==> config.mk <==
export PLATFORM = sky130hd
export DESIGN_NAME = fetch_queue
export DESIGN_NICKNAME = d
export VERILOG_FILES = /design/src/rtl/fetch_queue.sv
export SDC_FILE = /design/constraint.sdc
export NUM_CORES = 1
export LEC_CHECK = 0
export CORE_MARGIN = 3
export CORE_UTILIZATION = 40
export DETAILED_ROUTE_END_ITERATION = 8
export DONT_BUFFER_PORTS = 1
export GPL_TIMING_DRIVEN = 0
export SKIP_CTS_REPAIR_TIMING = 1
export SLEW_MARGIN = 20
export SYNTH_ARGS = -nofsm -noshare
export SYNTH_HDL_FRONTEND = slang
export SYNTH_SLANG_ARGS = --single-unit
export TNS_END_PERCENT = 50
==> constraint.sdc <==
create_clock -name clock -period 7.84 [get_ports clock]
set_clock_uncertainty 0.1 [all_clocks]
set_input_delay 0.784 -clock clock [delete_from_list [all_inputs] [get_ports clock]]
set_output_delay 0.784 -clock clock [all_outputs]
set_load 0.05 [all_outputs]
==> src/rtl/fetch_queue.sv <==
// Decoupled instruction-fetch stage: pipelined requests to a variable-latency imem,
// returned instructions buffered with their PCs in a DEPTH-entry FIFO for decode.
module fetch_queue #(
    parameter int              XLEN     = 32,
    parameter logic [XLEN-1:0] RESET_PC = 32'h0100_0000,
    parameter int              DEPTH    = 4,
    parameter int              MAX_OUT  = 2
) (
    input  logic            clock,
    input  logic            reset,
    input  logic            redirect_valid,
    input  logic [XLEN-1:0] redirect_pc,
    output logic            imem_req_valid,
    input  logic            imem_req_ready,
    output logic [XLEN-1:0] imem_req_addr,
    input  logic            imem_rsp_valid,
    input  logic [31:0]     imem_rsp_data,
    output logic            dec_valid,
    input  logic            dec_ready,
    output logic [XLEN-1:0] dec_pc,
    output logic [31:0]     dec_insn,
    output logic            redirect_misal
);
    localparam int PTR_W = (DEPTH > 1) ? $clog2(DEPTH) : 1;
    localparam int CNT_W = $clog2(DEPTH + 1);
    localparam logic [CNT_W:0]   DEPTH_C   = (CNT_W + 1)'(DEPTH);
    localparam logic [CNT_W-1:0] MAX_OUT_C = CNT_W'(MAX_OUT);

    function automatic logic [XLEN-1:0] pc_inc(input logic [XLEN-1:0] pc);
        return pc + XLEN'(4);
    endfunction

    function automatic logic [XLEN-1:0] align_pc(input logic [XLEN-1:0] pc);
        return {pc[XLEN-1:2], 2'b00};
    endfunction

    logic                 run_q;
    logic [XLEN-1:0]      fetch_pc;
    logic [XLEN-1:0]      rsp_pc;
    logic [CNT_W-1:0]     occupancy;
    logic [CNT_W-1:0]     outstanding;
    logic [CNT_W-1:0]     drop_cnt;
    logic [PTR_W-1:0]     wr_ptr;
    logic [PTR_W-1:0]     rd_ptr;
    logic                 misal_p1;
    logic [XLEN-1:0]      pc_mem   [DEPTH];
    logic [31:0]          insn_mem [DEPTH];

    logic                 req_fire;
    logic                 rsp_fire;
    logic                 push;
    logic                 pop;
    logic [CNT_W-1:0]     outstanding_nxt;

    // Credits count both queued entries and requests still in flight, so a push never overflows.
    assign imem_req_valid  = run_q
                           && (({1'b0, outstanding} + {1'b0, occupancy}) < DEPTH_C)
                           && (outstanding < MAX_OUT_C);
    assign imem_req_addr   = fetch_pc;
    assign req_fire        = imem_req_valid && imem_req_ready;
    assign rsp_fire        = imem_rsp_valid;
    assign push            = rsp_fire && (drop_cnt == '0) && !redirect_valid;
    assign pop             = dec_valid && dec_ready && !redirect_valid;
    assign outstanding_nxt = outstanding + CNT_W'(req_fire) - CNT_W'(rsp_fire);

    assign dec_valid       = (occupancy != '0);
    assign dec_pc          = dec_valid ? pc_mem[rd_ptr] : '0;
    assign dec_insn        = dec_valid ? insn_mem[rd_ptr] : '0;
    assign redirect_misal  = misal_p1;

    always_ff @(posedge clock or negedge reset) begin
        if (!reset) begin
            run_q       <= 1'b0;
            fetch_pc    <= RESET_PC;
            rsp_pc      <= RESET_PC;
            occupancy   <= '0;
            outstanding <= '0;
            drop_cnt    <= '0;
            wr_ptr      <= '0;
            rd_ptr      <= '0;
            misal_p1    <= 1'b0;
        end else begin
            run_q       <= 1'b1;
            outstanding <= outstanding_nxt;
            misal_p1    <= redirect_valid && (redirect_pc[1:0] != 2'b00);
            if (redirect_valid) begin
                // Everything still owed by memory, including this cycle's request, is stale.
                fetch_pc  <= align_pc(redirect_pc);
                rsp_pc    <= align_pc(redirect_pc);
                occupancy <= '0;
                rd_ptr    <= wr_ptr;
                drop_cnt  <= outstanding_nxt;
            end else begin
                if (req_fire)
                    fetch_pc <= pc_inc(fetch_pc);
                if (push) begin
                    rsp_pc <= pc_inc(rsp_pc);
                    wr_ptr <= wr_ptr + PTR_W'(1);
                end
                if (pop)
                    rd_ptr <= rd_ptr + PTR_W'(1);
                if (rsp_fire && (drop_cnt != '0))
                    drop_cnt <= drop_cnt - CNT_W'(1);
                occupancy <= occupancy + CNT_W'(push) - CNT_W'(pop);
            end
        end
    end

    // FIFO payload
    always_ff @(posedge clock) begin
        if (push) begin
            pc_mem[wr_ptr]   <= rsp_pc;
            insn_mem[wr_ptr] <= imem_rsp_data;
        end
    end

    assert property (@(posedge clock) disable iff (!reset) outstanding <= MAX_OUT_C);
    assert property (@(posedge clock) disable iff (!reset)
                     ({1'b0, occupancy} + {1'b0, outstanding}) <= DEPTH_C);
    assert property (@(posedge clock) disable iff (!reset) drop_cnt <= outstanding);
endmodule
==> results.yml, run 1 <==
cts:
  root_buffer: "clkbuf_16"
  cts_sinks: 323
  insertion_delay_ns: 0.51
  htreeDepth: 2
  cts_tree: "built"
  clockBufferDepth: 3
  numCtsBuffers: 36
  clk_pin_slew_worst_paths_ns: 0.06
power:
  power.density_mw_per_mm2: 370.3
  p_clk_frac: 0.300
  p_leak_nw: 5.293
  seqPwrFrac: 0.371
  switchingPower_w: 0.002184
  swShare: 0.3774
  combinationalPowerShare: 0.329
  vdd_drop_max_uv: 178.8
  p_int_w: 0.003602
drt:
  drtIter0Drc: 484
  drtPass1Iterations: 4
  wl_um: 29640
  vias: 7155
  antenna_left: 0
  viasPerCell: 5.320
  drt-wirelength-per-cell_um: 22.04
  drc: 0
placed_design:
  hpwlAfterDp_um: 19840
  place_ws_ns: 4.199
  place_congestion: 0.8221
  dp.cells: 1277
  port_buffers: 0
setup_path:
  cp_data_arrival_time_ns: 2.87
  critical_path_class: "flip-flop to output pin"
  cp-end-kind: "output pin"
  reg2reg_depth: 12
  r2r-start: "occupancy[2]$_DFF_PN0_"
  critPathRequiredTime_ns: 6.96
  critPathLaunchType: "flip-flop"
  reg2reg_to: "drop_cnt[2]$_DFFE_PN0P_"
  crit_fanout: 10
  regToRegSetupSlack_ns: 4.76
logic_synthesis:
  synth-async-reset-ratio: 0.2322
  yosysTopAreaCell: "edfxtp_1"
  seq_area_frac_synth: 0.6826
  synth.top_cell.area_share: 0.5451
  syn_area_mm2: 0.01366
  ys_seq_elements: 323
  synth_cell_types: 47
  synth_warnings: 0
  synthTopCellsByArea: "edfxtp_1 55%, dfrtp_1 13%, mux4_2 10%"
  synth_edf_count: 248
  syn_inst: 822
  syn_area_per_cell_um2: 16.62
  ys.flop_type: "edfxtp_1"
job:
  drv_cap: 0
die:
  core-area_mm2: 0.03362
  fp.dieH_um: 190.8
  rows: 67
  initial_core_util: 0.4064
  dieWidth_um: 190.8
  die_area_mm2: 0.03641
  pin_count: 169
global_route:
  busiest_layer: "met2"
  grt_max_degree: 76
  grt_overflow_total: 0
  antenna_found_initial: 0
  gr-usage-met3: 0.04724
  gr-usage-met1: 0.2224
  use_met2: 0.2624
  grt_first_pass_wirelength_um: 45530
  grt_use_total: 0.1634
  grt_pass1_vias: 7532
timing:
  hold-worst-slack_ns: 0.05607
  finalHoldViolCount: 0
  slew_viol_final: 0
  period_share: 0.4786
  setup_viol: 0
  timing.fmax_mhz: 266.5
  period_needed_ns: 3.752
  slew_headroom: 0.3164
  final.setup.tns_ns: 0
  finalWorstSetupSlack_ns: 4.088
  rsz0062_at_grt: "false"
  tightest_slew_ns: 1.025
hold_path:
  hold_class: "primary input to asynchronous set/reset pin"
finish:
  final_cells: 1345
  mostFrequentLayoutCell: "edfxtp_1"
  drive_gt1_frac: 0.1984
  finalNetCount: 956
  num_antenna_cells: 0
  final_core_util: 0.4648
  final_cell_mix: "248 x edfxtp_1, 73 x dfrtp_1, 65 x and2_1"
  area_growth_pct: 14.35
run_status:
  status: "complete, no violations"
==> cell families after synthesis <==
logic type / after synthesis / synth area share
adders and majority gates: 17 / 0.01667
and+or+nand+nor: 227 / 0.09835
other: 2 / 0.0005497
AOI/OAI and AO/OA: 44 / 0.02060
muxes: 92 / 0.1269
buffers and inverters: 62 / 0.01905
DFF: 323 / 0.6826
xor gates and xnor gates: 55 / 0.03526
==> worst max-delay path by stage <==
stage,start,to,slack [ns]
finish,occupancy[1]$_DFF_PN0_,dec_pc[11],4.09
global route,rd_ptr[0]$_DFFE_PN0P_,dec_pc[29],3.90
CTS,occupancy[1]$_DFF_PN0_,dec_pc[9],3.96
detailed placement,redirect_valid,occupancy[2]$_DFF_PN0_,4.20
global placement,redirect_valid,insn_mem[0][3]$_DFFE_PP_,2.98
floorplan,redirect_valid,insn_mem[0][0]$_DFFE_PP_,4.52
==> power by group through the flow <==
stage / Sequential [W] / Combinational [W] / Clock [W]
5_1_grt: 0.00216 / 0.00204 / 0.00186
3_5_place_dp: 0.00218 / 0.00194 / 0
6_report: 0.00214 / 0.00190 / 0.00174
4_1_cts: 0.00215 / 0.00195 / 0.00179
3_3_place_gp: 0.00218 / 0.00192 / 0
2_1_floorplan: 0.00215 / 0.00161 / 0
==> metal layers <==
metal  vias to the layer above  routed length, um
met1                      3665              12950
met3                        38               2215
met4                         0                548
met2                       206              13920
li1                       3246                  -
met5                         -                  0
==> critical path: stages (launching register included) <==
cell,delay [ns]
dfrtp_1,0.44
or3_1,0.17
clkbuf_1,0.77
clkbuf_1,0.38
and2_1,0.60
==> per-stage QoR <==
stage	total power, W	instance area [um2]
2_1_floorplan	0.003756	13670
3_3_place_gp	0.004104	14230
3_5_place_dp	0.004122	14350
4_1_cts	0.005878	15590
5_1_grt	0.006064	15620
6_report	0.005786	15620
==> Yosys cell counts (2+ instances only) <==
cell type / count
a21boi_0: 4
a21oi_1: 14
a31oi_1: 4
and2_1: 69
and3_1: 10
and4_1: 2
buf_1: 3
buf_2: 10
buf_4: 4
clkbuf_1: 24
conb_1: 2
dfrtp_1: 73
dfstp_2: 2
edfxtp_1: 248
fa_1: 2
ha_1: 15
inv_1: 20
mux2_2: 30
mux4_2: 62
nand2_1: 30
nand2b_1: 6
nand3_1: 19
nand4_1: 29
nand4_4: 2
nor2_1: 27
nor3_1: 5
nor4_1: 12
nor4_4: 2
o211ai_1: 2
o21ai_0: 10
o311a_1: 2
o31a_1: 7
or3_1: 3
or4_1: 2
xnor2_1: 34
xor2_1: 21
==> flip-flops by register name, indices dropped and copies added, names as in the netlist <==
register,flops
insn_mem,128
pc_mem,120
imem_req_addr,30
rsp_pc,30
drop_cnt,3
occupancy,3
outstanding,3
rd_ptr,2
wr_ptr,2
redirect_misal,1
run_q,1
==> cell type report <==
class                           count  area [um2]
Fill cell                        2872       17990
Sequential cell                   323        9326
Multi-Input combinational cell    440        4098
Clock buffer                       44       972.2
Tap cell                          448       560.5
Clock inverter                     22       266.5
Buffer                             41       181.4
Timing Repair Buffer                6       140.1
Inverter                           21       78.83
Note: power is estimated with default switching activity, not from simulation.
==> run 2, diff against run 1 <==
==> constraint.sdc (replaced) <==
create_clock -name clock -period 3.1 [get_ports clock]
set_clock_uncertainty 0.1 [all_clocks]
set_input_delay 0.31 -clock clock [delete_from_list [all_inputs] [get_ports clock]]
set_output_delay 0.31 -clock clock [all_outputs]
set_load 0.05 [all_outputs]
==> run 2 against run 1 <==
Wire length fell by 0.12%. Global-route usage decreased by 0.46 points. Sequential power increased to 2.5 times the previous value. Design area is 3.2% higher. Critical path type is now flip-flop to flip-flop. Sequential share of layout area decreased by 1.8 points. Cell count is 4.3% higher. First-iteration DRC count fell by 5.0%. Flip-flop and latch count unchanged. Via count rose by 2.6%. Utilization rose by 1.5 points.
==> results.yml, run 2 (synthesized netlist as in run 1, its figures left out) <==
power:
  vdd_drop_max_uv: 470.8
  p_leak_nw: 5.513
  power.density_mw_per_mm2: 886.6
setup_path:
  crit_path_max_incr_delay_ns: 0.40
  path_common_cell: "ha_1"
  slowest_stage: "dfrtp_1"
  reg2reg_to: "drop_cnt[2]$_DFFE_PN0P_"
  critical_path_class: "flip-flop to flip-flop"
  path_buf_inv: 3
  worstPathCellList: "ha_1, nor4bb_2, and4b_1, clkbuf_4, inv_1, ha_1, inv_1, ha_1, fa_1, xnor2_1, nand2_1, o21ai_0"
  cp.depth: 12
  cp_data_arrival_time_ns: 3.23
  critPathRequiredTime_ns: 3.35
  r2r-start: "occupancy[2]$_DFF_PN0_"
  endpoint: "drop_cnt[2]$_DFFE_PN0P_"
  regToRegSetupSlack_ns: 0.12
  reg2reg_depth: 12
  crit_family: "adder cells"
  cp-end-kind: "flip-flop"
  critPathLaunchType: "flip-flop"
  crit_start: "occupancy[2]$_DFF_PN0_"
  crit_fanout: 7
run_status:
  status: "complete, no violations"
drt:
  drtPass1Iterations: 5
  vias: 7341
  drt-wirelength-per-cell_um: 21.10
  antenna_left: 0
  viasPerCell: 5.232
  drc: 0
  drtIter0Drc: 460
  wl_um: 29610
finish:
  fillCellCount: 2851
  final_core_util: 0.4795
  reg.largest.list: "insn_mem x128, pc_mem x120"
  mostFrequentLayoutCell: "edfxtp_1"
  regMostFlops: "insn_mem"
  num_antenna_cells: 0
  drive_gt1_frac: 0.1895
  final_cells: 1403
  largest_register_ffs: 128
  final_cell_mix: "248 x edfxtp_1, 72 x dfrtp_1, 65 x and2_1"
  area_growth_pct: 17.97
  finalNetCount: 1017
global_route:
  grt_first_pass_wirelength_um: 44320
  grt_use_total: 0.1588
  grt_overflow_total: 0
  antenna_found_initial: 0
  grt_max_degree: 76
  grt_pass1_vias: 7446
cts:
  clk_pin_slew_worst_paths_ns: 0.06
  insertion_delay_ns: 0.50
  htreeDepth: 2
  root_buffer: "clkbuf_16"
  clockBufferDepth: 3
  cts_tree: "built"
  numCtsBuffers: 35
  cts_sinks: 323
timing:
  setup_viol: 0
  slew_headroom: 0.3357
  finalHoldViolCount: 0
  tightest_slew_ns: 0.9965
  period_needed_ns: 2.983
  slew_viol_final: 0
  hold-worst-slack_ns: 0.001037
  period_share: 0.9624
  rsz0062_at_grt: "true"
  timing.fmax_mhz: 335.2
placed_design:
  dp.cells: 1277
  hpwlAfterDp_um: 19660
  place_congestion: 0.7761
  port_buffers: 0
die:
  initial_core_util: 0.4064
  core-area_mm2: 0.03362
  die_area_mm2: 0.03641
  fp.dieH_um: 190.8
  rows: 67
  pin_count: 169
  dieWidth_um: 190.8
hold_path:
  hold_class: "primary input to flip-flop"
job:
  drv_cap: 0
-- run 2: power breakdown --
| group | leakage [nW] | total, W | internal, W | switching (W) |
|---|---|---|---|---|
| Sequential | 3.10 | 0.00545 | 0.00502 | 0.000433 |
| Clock | 0.537 | 0.00396 | 0.00237 | 0.00159 |
| Combinational | 1.88 | 0.00487 | 0.00141 | 0.00346 |
| Total | 5.51 | 0.0143 | 0.00880 | 0.00549 |
-- run 2: how the worst min path moves through the flow --
stage	startpoint	depth (start not counted)	end	slack, ns
after floorplan	reset	0	drop_cnt[0]$_DFFE_PN0P_	-0.09
after global placement	reset	0	imem_req_addr[17]$_DFFE_PN0N_	-0.08
after detailed placement	reset	0	imem_req_addr[17]$_DFFE_PN0N_	-0.08
after CTS	reset	0	imem_req_addr[17]$_DFFE_PN0N_	-0.63
after global routing	redirect_pc[26]	2	imem_req_addr[26]$_DFFE_PN0N_	0.008
final	redirect_pc[26]	2	imem_req_addr[26]$_DFFE_PN0N_	0.001
-- run 2: metal layers --
metal,track usage,up-vias,share of wire
met4,0.03387,0,0.016
met2,0.2555,214,0.47
li1,-,3359,-
met5,0,-,0
met1,0.2166,3731,0.44
met3,0.04614,37,0.068
-- run 2: worst register-to-register path: stages (launching register included) --
cell and delay [ns]:
dfrtp_1 0.40, ha_1 0.31, nor4bb_2 0.29, and4b_1 0.24
clkbuf_4 0.19, inv_1 0.12, ha_1 0.29, inv_1 0.04
ha_1 0.18, fa_1 0.38, xnor2_1 0.15, nand2_1 0.08
o21ai_0 0.08
-- run 2: final cells by class --
cell class                 count  area (um2)  share of cell area
multi-input combinational    440        4104              0.2546
clock inverter                14       117.6            0.007297
inverter                      21       78.83            0.004891
sequential                   323        9328              0.5787
clock buffer                  48       977.2             0.06063
timing repair buffer          69       763.2             0.04735
tap                          448       560.5             0.03478
buffer                        40       188.9             0.01172
-- run 2: per-stage QoR --
step / setup slack, ns / total power [W] / area (um2) / setup TNS (ns)
final: 0.1167 / 0.01429 / 16120 / 0
after global placement: -1.517 / 0.01038 / 14240 / -219.37
after global routing: -0.07851 / 0.01501 / 16120 / -0.08518
after detailed placement: -0.02562 / 0.01041 / 14340 / -0.02562
after CTS: -0.2971 / 0.01441 / 15430 / -14.23
after floorplan: -0.05998 / 0.009497 / 13680 / -7.438
